**src/rtl/timer_if.sv**
```systemverilog
// Register-bus signals between the data-memory bridge and the timer device.
interface timer_if;
    logic [1:0]  addr;
    logic        we;
    logic [31:0] wdata;
    logic [31:0] rdata;
    logic        irq;

    modport master (output addr, we, wdata, input rdata, irq);
    modport slave  (input addr, we, wdata, output rdata, irq);
endinterface

```
**src/rtl/timer_dev.sv**
```systemverilog
// Memory-mapped 32-bit down-counting timer with one-shot / auto-reload modes
// and a sticky pending flag gated onto irq by the CTRL mask bit.
module timer_dev (
    input  logic    clk,
    input  logic    rst,
    timer_if.slave  bus
);
    localparam int unsigned DATA_W = 32;
    localparam int unsigned CTRL_W = 4;
    localparam logic [1:0]  A_CTRL   = 2'd0;
    localparam logic [1:0]  A_PRESET = 2'd1;
    localparam logic [1:0]  A_COUNT  = 2'd2;
    localparam logic [1:0]  M_RELOAD = 2'b01;

    typedef struct packed {
        logic       im;
        logic [1:0] mode;
        logic       en;
    } ctrl_t;

    typedef enum logic [1:0] {S_IDLE, S_LOAD, S_CNT, S_INT} state_t;

    state_t              state_q, state_d;
    ctrl_t               ctrl_q, ctrl_d;
    logic [DATA_W-1:0]   preset_q, preset_d;
    logic [DATA_W-1:0]   count_q, count_d;
    logic                pending_q, pending_d;
    logic                wr_ctrl, wr_preset, auto_reload;
    logic [DATA_W-1:0]   rdata_c;

    // State and register file
    always_ff @(posedge clk or negedge rst) begin
        if (!rst) begin
            state_q   <= S_IDLE;
            ctrl_q    <= '0;
            preset_q  <= '0;
            count_q   <= '0;
            pending_q <= 1'b0;
        end else begin
            state_q   <= state_d;
            ctrl_q    <= ctrl_d;
            preset_q  <= preset_d;
            count_q   <= count_d;
            pending_q <= pending_d;
        end
    end

    // Next-state and register updates; ordering sets priority between
    // software writes and FSM actions (CTRL write beats one-shot en clear,
    // INT pending set beats the write clear).
    always_comb begin
        state_d     = state_q;
        ctrl_d      = ctrl_q;
        preset_d    = preset_q;
        count_d     = count_q;
        pending_d   = pending_q;
        wr_ctrl     = bus.we && (bus.addr == A_CTRL);
        wr_preset   = bus.we && (bus.addr == A_PRESET);
        auto_reload = (ctrl_q.mode == M_RELOAD);

        if (wr_preset) preset_d = bus.wdata;
        if (wr_ctrl || wr_preset) pending_d = 1'b0;

        case (state_q)
            S_IDLE: begin
                if (ctrl_q.en) state_d = S_LOAD;
            end
            S_LOAD: begin
                count_d = preset_q;
                if (auto_reload) pending_d = 1'b0;
                state_d = ctrl_q.en ? S_CNT : S_IDLE;
            end
            S_CNT: begin
                if (!ctrl_q.en)           state_d = S_IDLE;
                else if (count_q != '0)   count_d = count_q - DATA_W'(1);
                else                      state_d = S_INT;
            end
            S_INT: begin
                pending_d = 1'b1;
                if (auto_reload && ctrl_q.en) begin
                    state_d = S_LOAD;
                end else begin
                    state_d = S_IDLE;
                    if (!auto_reload) ctrl_d.en = 1'b0;
                end
            end
            default: state_d = S_IDLE;
        endcase

        if (wr_ctrl) ctrl_d = ctrl_t'(bus.wdata[CTRL_W-1:0]);
    end

    // Combinational register read
    always_comb begin
        rdata_c = '0;
        case (bus.addr)
            A_CTRL:   rdata_c = {(DATA_W-CTRL_W)'(0), ctrl_q};
            A_PRESET: rdata_c = preset_q;
            A_COUNT:  rdata_c = count_q;
            default:  rdata_c = '0;
        endcase
    end

    assign bus.rdata = rdata_c;
    assign bus.irq   = ctrl_q.im & pending_q;
endmodule

```
**src/flat_wrapper.sv**
```systemverilog
// flat-port wrapper written by rule: the top's interface ports become plain ports
module timer_dev_flat 
  (clk, rst, bus_addr, bus_we, bus_wdata, bus_rdata, bus_irq);
  timer_if bus_i ();
  input  logic clk;
  input  logic rst;
  input wire logic [$bits(bus_i.addr)-1:0] bus_addr;
  input wire logic [$bits(bus_i.we)-1:0] bus_we;
  input wire logic [$bits(bus_i.wdata)-1:0] bus_wdata;
  output wire logic [$bits(bus_i.rdata)-1:0] bus_rdata;
  output wire logic [$bits(bus_i.irq)-1:0] bus_irq;
  assign bus_i.addr = bus_addr;
  assign bus_i.we = bus_we;
  assign bus_i.wdata = bus_wdata;
  assign bus_rdata = bus_i.rdata;
  assign bus_irq = bus_i.irq;
  timer_dev u_core (.clk(clk), .rst(rst), .bus(bus_i));
endmodule
```
**config.mk**
```make
export PLATFORM = sky130hd
export DESIGN_NAME = timer_dev_flat
export DESIGN_NICKNAME = d
export VERILOG_FILES = /design/src/rtl/timer_if.sv /design/src/rtl/timer_dev.sv /design/src/flat_wrapper.sv
export SDC_FILE = /design/constraint.sdc
export NUM_CORES = 1
export LEC_CHECK = 0
export CAP_MARGIN = 20
export CORE_UTILIZATION = 45
export DETAILED_ROUTE_END_ITERATION = 10
export HOLD_SLACK_MARGIN = 0.02
export PLACE_DENSITY = 0.69
export SYNTH_ARGS = -nofsm -noshare
export SYNTH_HDL_FRONTEND = slang
export SYNTH_SLANG_ARGS = --single-unit
```
**constraint.sdc**
```tcl
create_clock -name clk -period 5 [get_ports clk]
set_clock_uncertainty 0.05 [all_clocks]
set_input_delay 1.25 -clock clk [delete_from_list [all_inputs] [get_ports clk]]
set_output_delay 1.25 -clock clk [all_outputs]
set_load 0.005 [all_outputs]
```
==> results.ini, run 1 <==
[yosys]
ys_warn_count=0
ys_seq_area_frac=0.421
syn_area_um2=4220
synth_edf_count=0
synth-main-ff-cell=dfrtp_1
synthCells=427
ys_ff_latch=71
synthDistinctLibCells=54
async_flop_share=1.00
synth.avg_cell_area_um2=9.88
syn-num-nets=470

[timing]
period_share=0.894
hold_viol=0
fin_crit_ps=4470
worstMarginPinSlew_ps=1140
grt_setup_unrepaired=false
drv_slew=0
slew-limit-headroom=0.230
setup_tns_ps=0
fmax_ghz=0.224
setup_ws_ps=531
finalSetupViolations=0

[finish]
nNetsFinal=526
final_common_cell=dfrtp_1
drive_gt1_frac=0.174
antenna_cells=0
layout.cells.non_filler=596
syn2layout_area_growth_pct=23.7
final_cell_mix=dfrtp_1, clkdlybuf4s50_1, mux2_2, nor2_1, a22o_1
fin_util=0.587

[drt]
dr.pass1.iters=4
viasPerCell=6.33
dr.first_iter.drc_count=204
drc=0
wl_um=11200
routedWlPerCell_um=18.8
vias=3775
antenna_left=0

[die]
fp.dieW_um=98.8
rows=34
core_area_um2=8890
io_pins=70
die_h_um=98.8
dieArea_um2=9770
initial_core_util=0.475

[power]
p_leak_uw=0.00202
peakVddDrop_mv=0.262
p_total_uw=2950
power_density_nw_per_um2=566

[setup_path]
cp_max_fo=28
reg2reg_depth=8
critPathCaptureType=output port
reg2reg_from=u_core.state_q[0]
crit_type=input port to output port
critical_path.cell_chain=clkdlybuf4s50_1 > nor2b_2 > buf_4 > a22o_1 > clkdlybuf4s50_1
cp.required_ps=3700
rr_endpoint=u_core.count_q[10]
cp.arrival_ps=3170
cpMostUsedCell=clkdlybuf4s50_1
crit_path_top_delay_cell=clkdlybuf4s50_1
critPathLaunchType=input port
max_stage_delay_ps=650
r2r_slack_ps=1700

[placement]
dp_slack_ps=539
placed_cells=579
gp_congestion=0.857
port_buffers=69
detailed_place_hpwl_um=7590

[min_path]
hp-class=register to register
hold_start=u_core.pending_q
hold-path-endpoint=u_core.pending_q
min_path_cells=2

[cts]
clockBufferDepth=2
tritoncts=yes
cts_root_buffer=clkbuf_8
postCtsSetupRepairBufs=0
numCtsBuffers=9
htree_levels=3
clkTransAtPathRegs_ps=70
ctsResizeCount=0
cts_sinks=71
ctsHoldBuffers=0
clock_latency_ps=350

[global_routing]
grt_pass1_wl_um=18500
overflow=0
antenna_found_initial=0
grt_max_degree=48
track_usage=0.240
grt_pass1_vias=3685

[job]
maxCapViolCount=0

[run_status]
status=complete, no violations

[synthesized netlist by cell type (all sizes together) (2+ instances only)]
library cell | n | area share
nor2b | 7 | 0.010
or3 | 3 | 0.0044
o22ai | 5 | 0.0074
mux2 | 35 | 0.093
mux2i | 6 | 0.014
o41ai | 2 | 0.010
a22oi | 3 | 0.0053
or4 | 8 | 0.016
o21ai | 18 | 0.021
nor4 | 19 | 0.031
o32a | 2 | 0.0047
o21ba | 7 | 0.017
nand4 | 11 | 0.018
a21oi | 20 | 0.024
a22o | 28 | 0.058
inv | 10 | 0.0089
a31o | 2 | 0.0042
o22a | 13 | 0.027
ha | 6 | 0.018
nor2 | 31 | 0.028
a31oi | 14 | 0.021
nand2b | 2 | 0.0030
dfrtp | 71 | 0.42
nor3 | 13 | 0.017
nand2 | 21 | 0.019
a2bb2oi | 6 | 0.012
or2 | 4 | 0.0071
nand3 | 10 | 0.012
nand4b | 2 | 0.0042
o311ai | 2 | 0.0042
buf | 11 | 0.013
clkbuf | 21 | 0.019
[layer usage]
metal | GRT usage | share of wire | up-vias | wire, µm
met1 | 0.338 | 0.47 | 1889 | 5290
met3 | 0.0383 | 0.044 | 17 | 492
li1 | - | - | 1757 | -
met5 | 0 | 0 | - | 0
met2 | 0.377 | 0.47 | 112 | 5270
met4 | 0.0815 | 0.017 | 0 | 187
[where the power goes]
part	internal, µW	total (µW)	switching [µW]
clock network	307	533	225
logic	666	1350	679
registers	785	1070	290
[cell type report]
type / instances / area, µm²
fill: 771 / 3670
multi-input combinational: 313 / 2270
sequential: 71 / 1780
timing repair buffer: 77 / 758
clock buffer: 11 / 151
tap: 108 / 135
clock inverter: 5 / 80.1
inverter: 11 / 41.3
[cell families (layout without fill, tap and decap cells)]
family	count (synthesis)	count (layout)	share of synthesized area
flip-flops	71	71	0.421
AND/OR/NAND/NOR	133	133	0.172
buffers and inverters	43	104	0.0415
multiplexers	41	41	0.108
AO/OA/AOI/OAI	133	133	0.240
adder cells (fa/ha/maj)	6	6	0.0178
[worst max path at each step]
stage	slack, ps	cells past startpoint	endpoint	startpoint
3_5_place_dp	540	5	bus_rdata[17]	bus_addr[1]
2_1_floorplan	1290	5	bus_rdata[10]	bus_addr[1]
3_3_place_gp	570	5	bus_rdata[21]	bus_addr[1]
6_report	530	5	bus_rdata[26]	bus_addr[1]
5_1_grt	440	5	bus_rdata[15]	bus_addr[1]
4_1_cts	520	5	bus_rdata[26]	bus_addr[1]
[stage by stage]
step           hold slack (ps)  instance area, µm²
2_1_floorplan              408                4220
3_3_place_gp               455                4970
3_5_place_dp               459                4970
4_1_cts                    475                5200
5_1_grt                    491                5220
6_report                   474                5220
[sequential cells by signal, summed over array words and instances (netlist names)]
name,count
u_core.ctrl_q,4
u_core.pending_q,1
u_core.preset_q,32
u_core.count_q,32
u_core.state_q,2
[critical path: cells and delay by family]
family	cells	cell delay (ps)
AO/OA/AOI/OAI	1	200
AND/OR/NAND/NOR	1	200
buffers and inverters	3	1510
(Power assumes the default switching activity.)
==> run 2, diff against run 1 <==
--- a/config.mk
+++ b/config.mk
@@ -6,10 +6,10 @@
 export NUM_CORES = 1
 export LEC_CHECK = 0
 export CAP_MARGIN = 20
-export CORE_UTILIZATION = 45
+export CORE_UTILIZATION = 50
 export DETAILED_ROUTE_END_ITERATION = 10
 export HOLD_SLACK_MARGIN = 0.02
-export PLACE_DENSITY = 0.69
+export PLACE_DENSITY = 0.76
 export SYNTH_ARGS = -nofsm -noshare
 export SYNTH_HDL_FRONTEND = slang
 export SYNTH_SLANG_ARGS = --single-unit
==> results.ini, run 2 (same netlist as run 1, synthesis figures left out) <==
[run_status]
status=complete, no violations

[placement]
detailed_place_hpwl_um=7440
dpl_cell_area_um2=4980
gp_congestion=0.879
port_buffers=69

[drt]
dr.pass1.iters=8
wl_um=10900
drc=0
antenna_left=0
vias=3844
routedWlPerCell_um=18.5
viasPerCell=6.50
dr.first_iter.drc_count=251

[global_routing]
track_usage=0.267
overflow=0
grt_max_degree=43
grt_pass1_vias=3613
antenna_found_initial=0
grt_pass1_wl_um=18200

[finish]
final_common_cell=dfrtp_1
final_cell_mix=dfrtp_1, clkdlybuf4s50_1, mux2_2, nor2_1, a22o_1
nNetsFinal=526
filler_cell_count=675
fin_area_um2=5150
syn2layout_area_growth_pct=22.0
top_regs=u_core.count_q: 32 flops, u_core.preset_q: 32 flops, u_core.ctrl_q: 4 flops
multi_input_area_um2=2270
antenna_cells=0
seqCellArea_um2=1780
drive_gt1_frac=0.167

[cts]
clockBufferDepth=2
ctsHoldBuffers=0
tritoncts=yes
cts_sinks=71
htree_levels=3
ctsResizeCount=0
clock_latency_ps=350
cts_root_buffer=clkbuf_8
clkTransAtPathRegs_ps=70
postCtsSetupRepairBufs=0
numCtsBuffers=9

[timing]
grt_setup_unrepaired=false
worstMarginPinSlew_ps=1090
period_share=0.895
hold_viol=0
finalSetupViolations=0
hold_slack_ps=450
fin_crit_ps=4470
slew-limit-headroom=0.264
setup_tns_ps=0
fmax_ghz=0.223
drv_slew=0

[setup_path]
cp.arrival_ps=3170
cp.required_ps=3700
crit_path_top_delay_cell=clkdlybuf4s50_1
max_stage_delay_ps=650
crit_type=input port to output port
critPathCaptureType=output port
critPathBufInv=3
cpMostUsedCell=clkdlybuf4s50_1
critPathLaunchType=input port
cp_top_family=buffers and inverters
critical_path.cell_chain=clkdlybuf4s50_1 > nor2b_2 > buf_4 > a22o_1 > clkdlybuf4s50_1
cp_max_fo=28

[job]
maxCapViolCount=0

[die]
rows=33
core_area_um2=8180
fp.dieW_um=93.9
die_h_um=93.9
initial_core_util=0.516
dieArea_um2=8810
io_pins=70

[power]
p_int_uw=1660
switchingPower_uw=1160
power_frac_clock=0.145
peakVddDrop_mv=0.244
p_leak_uw=0.00200
pwr-share-seq=0.379
power_density_nw_per_um2=548
p_comb_frac=0.476
p_sw_frac=0.413
p_total_uw=2820

[min_path]
hp-class=register to register

==> run 2: power by group through the flow <==
stage | Combinational [µW] | Clock (µW) | Sequential (µW)
after floorplan | 1030 | 0 | 966
after global placement | 1280 | 0 | 1060
final | 1340 | 408 | 1070
after detailed placement | 1330 | 0 | 1070
after CTS | 1340 | 413 | 1060
after global routing | 1470 | 438 | 1110
==> run 2: area by class of cell <==
class | instances | area share
Clock inverter | 1 | 0.000973
Timing Repair Buffer | 77 | 0.147
Inverter | 11 | 0.00802
Clock buffer | 13 | 0.0309
Tap cell | 105 | 0.0255
Sequential cell | 71 | 0.345
Multi-Input combinational cell | 313 | 0.442
==> run 2: worst reg2reg max path, delay by kind of cell, from the launching register on <==
family	cells	cell delay, ps
buf+inv	2	500
simple gates	2	770
flops	1	440
fa+ha+maj	1	200
compound gates	3	1320
==> run 2: through the flow <==
stage                util  std cells  worst slack, ps
finish              0.629        591              525
global route        0.629        591              425
CTS                 0.629        591              508
detailed placement  0.609        577              508
global placement    0.609        577              537
floorplan               -        427             1290
==> run 2: worst paths after layout <==
check | from | endpoint | slack, ps | cells after the start
max | bus_addr[1] | bus_rdata[12] | 530 | 5
min | u_core.pending_q | u_core.pending_q | 450 | 2
max reg2reg | u_core.count_q[0] | u_core.count_q[19] | 1610 | 8
min reg2reg | u_core.pending_q | u_core.pending_q | 450 | 2
max in group asynchronous | rst | u_core.preset_q[10] | 2980 | 2
min in group asynchronous | rst | u_core.preset_q[17] | 940 | 1
==> run 2: metal layers <==
metal / share of wire / vias to the layer above / GRT usage
li1: - / 1764 / -
met1: 0.44 / 1905 / 0.373
met2: 0.48 / 153 / 0.410
met3: 0.064 / 22 / 0.0477
met4: 0.024 / 0 / 0.100
met5: 0 / - / 0
==> run 3, diff against run 2 <==
--- a/config.mk
+++ b/config.mk
@@ -6,7 +6,9 @@
 export NUM_CORES = 1
 export LEC_CHECK = 0
 export CAP_MARGIN = 20
+export CORE_MARGIN = 3
 export CORE_UTILIZATION = 50
+export CTS_CLUSTER_SIZE = 8
 export DETAILED_ROUTE_END_ITERATION = 10
 export HOLD_SLACK_MARGIN = 0.02
 export PLACE_DENSITY = 0.76
==> results.ini, run 3 (same netlist as run 1, synthesis figures left out) <==
[finish]
nNetsFinal=529
drive_gt1_frac=0.179
final_common_cell=dfrtp_1
fin_area_um2=5200
top_regs=u_core.count_q: 32 flops, u_core.preset_q: 32 flops, u_core.ctrl_q: 4 flops
final_cell_mix=dfrtp_1, clkdlybuf4s50_1, mux2_2, nor2_1, a22o_1
syn2layout_area_growth_pct=23.3
antenna_cells=0
filler_cell_count=669

[min_path]
hold-path-endpoint=u_core.ctrl_q[1]
min_path_cells=1
hold_start=u_core.ctrl_q[1]
hp-class=register to register

[drt]
dr.pass1.iters=5
viasPerCell=6.40
vias=3795
antenna_left=0
wl_um=11200
dr.first_iter.drc_count=261
routedWlPerCell_um=18.9
drc=0

[timing]
period_share=0.894
worstMarginPinSlew_ps=1040
fin_crit_ps=4470
fmax_ghz=0.224
finalSetupViolations=0
grt_setup_unrepaired=false
hold_viol=0
setup_tns_ps=0
slew-limit-headroom=0.309
drv_slew=0

[cts]
postCtsSetupRepairBufs=0
ctsResizeCount=0
clockBufferDepth=2
clkTransAtPathRegs_ps=90
tritoncts=yes
cts_root_buffer=clkbuf_8
clock_latency_ps=350
ctsHoldBuffers=0
cts_sinks=71
htree_levels=3
numCtsBuffers=9

[setup_path]
reg2reg_depth=7
crit_type=input port to output port
critPathLaunchType=input port
cp.arrival_ps=3170
r2r_slack_ps=1970
cp_max_fo=28
critPathCaptureType=output port
cp.required_ps=3700
reg2reg_from=u_core.count_q[0]
rr_endpoint=u_core.count_q[15]

[power]
p_int_uw=1700
peakVddDrop_mv=0.288
power_frac_clock=0.158
p_sw_frac=0.415
pwr-share-seq=0.368
power_density_nw_per_um2=559
switchingPower_uw=1210
p_leak_uw=0.00201
p_comb_frac=0.474

[placement]
detailed_place_hpwl_um=7630
dpl_cell_area_um2=4970
port_buffers=69
gp_congestion=0.843

[die]
core_area_um2=7970
fp.dieW_um=97.9
dieArea_um2=9580
die_h_um=97.9
initial_core_util=0.530
rows=32
io_pins=70

[job]
maxCapViolCount=0

[global_routing]
track_usage=0.235
grt_pass1_vias=3728
overflow=0
grt_max_degree=46
antenna_found_initial=0
grt_pass1_wl_um=18500

[run_status]
status=complete, no violations

[run 3: how the worst max path moves through the flow]
stage / to / slack [ps] / depth (start not counted) / from
floorplan: bus_rdata[10] / 1290 / 5 / bus_addr[1]
global placement: bus_rdata[12] / 560 / 5 / bus_addr[1]
detailed placement: bus_rdata[31] / 550 / 5 / bus_addr[1]
CTS: bus_rdata[31] / 550 / 5 / bus_addr[1]
global route: bus_rdata[12] / 440 / 5 / bus_addr[1]
finish: bus_rdata[12] / 530 / 5 / bus_addr[1]
[run 3: metrics by stage]
| step | utilization | cells | power (µW) | setup slack [ps] | hold slack, ps |
|---|---|---|---|---|---|
| 2_1_floorplan | - | 427 | 1990 | 1290 | 408 |
| 3_3_place_gp | 0.623 | 574 | 2350 | 562 | 455 |
| 3_5_place_dp | 0.623 | 574 | 2410 | 548 | 462 |
| 4_1_cts | 0.648 | 590 | 2880 | 547 | 481 |
| 5_1_grt | 0.653 | 593 | 3100 | 436 | 499 |
| 6_report | 0.653 | 593 | 2910 | 532 | 484 |
[run 3: final cells by class]
type                       instances  area, µm²  area share
clock buffer                       9        124      0.0238
clock inverter                     7       73.8      0.0142
timing repair buffer              80        782       0.150
inverter                          11       41.3     0.00794
sequential                        71       1780       0.342
tap                              102        128      0.0245
multi-input combinational        313       2270       0.437
[run 3: power by group through the flow]
stage | combinational, µW | sequential, µW | clock [µW]
floorplan | 1030 | 966 | 0
global placement | 1290 | 1050 | 0
detailed placement | 1350 | 1070 | 0
CTS | 1350 | 1060 | 469
global route | 1510 | 1100 | 494
finish | 1380 | 1070 | 459
[run 3: routing by layer]
layer	GRT usage	routed length (µm)
met3	0.0479	718
met1	0.319	4850
met2	0.378	5460
met4	0.0767	193
met5	0	0
[run 3: worst max-delay path, stage by stage]
cell	delay (ps)
clkdlybuf4s50_1	660
nor2b_2	200
buf_4	340
a22o_1	220
clkdlybuf4s50_1	510
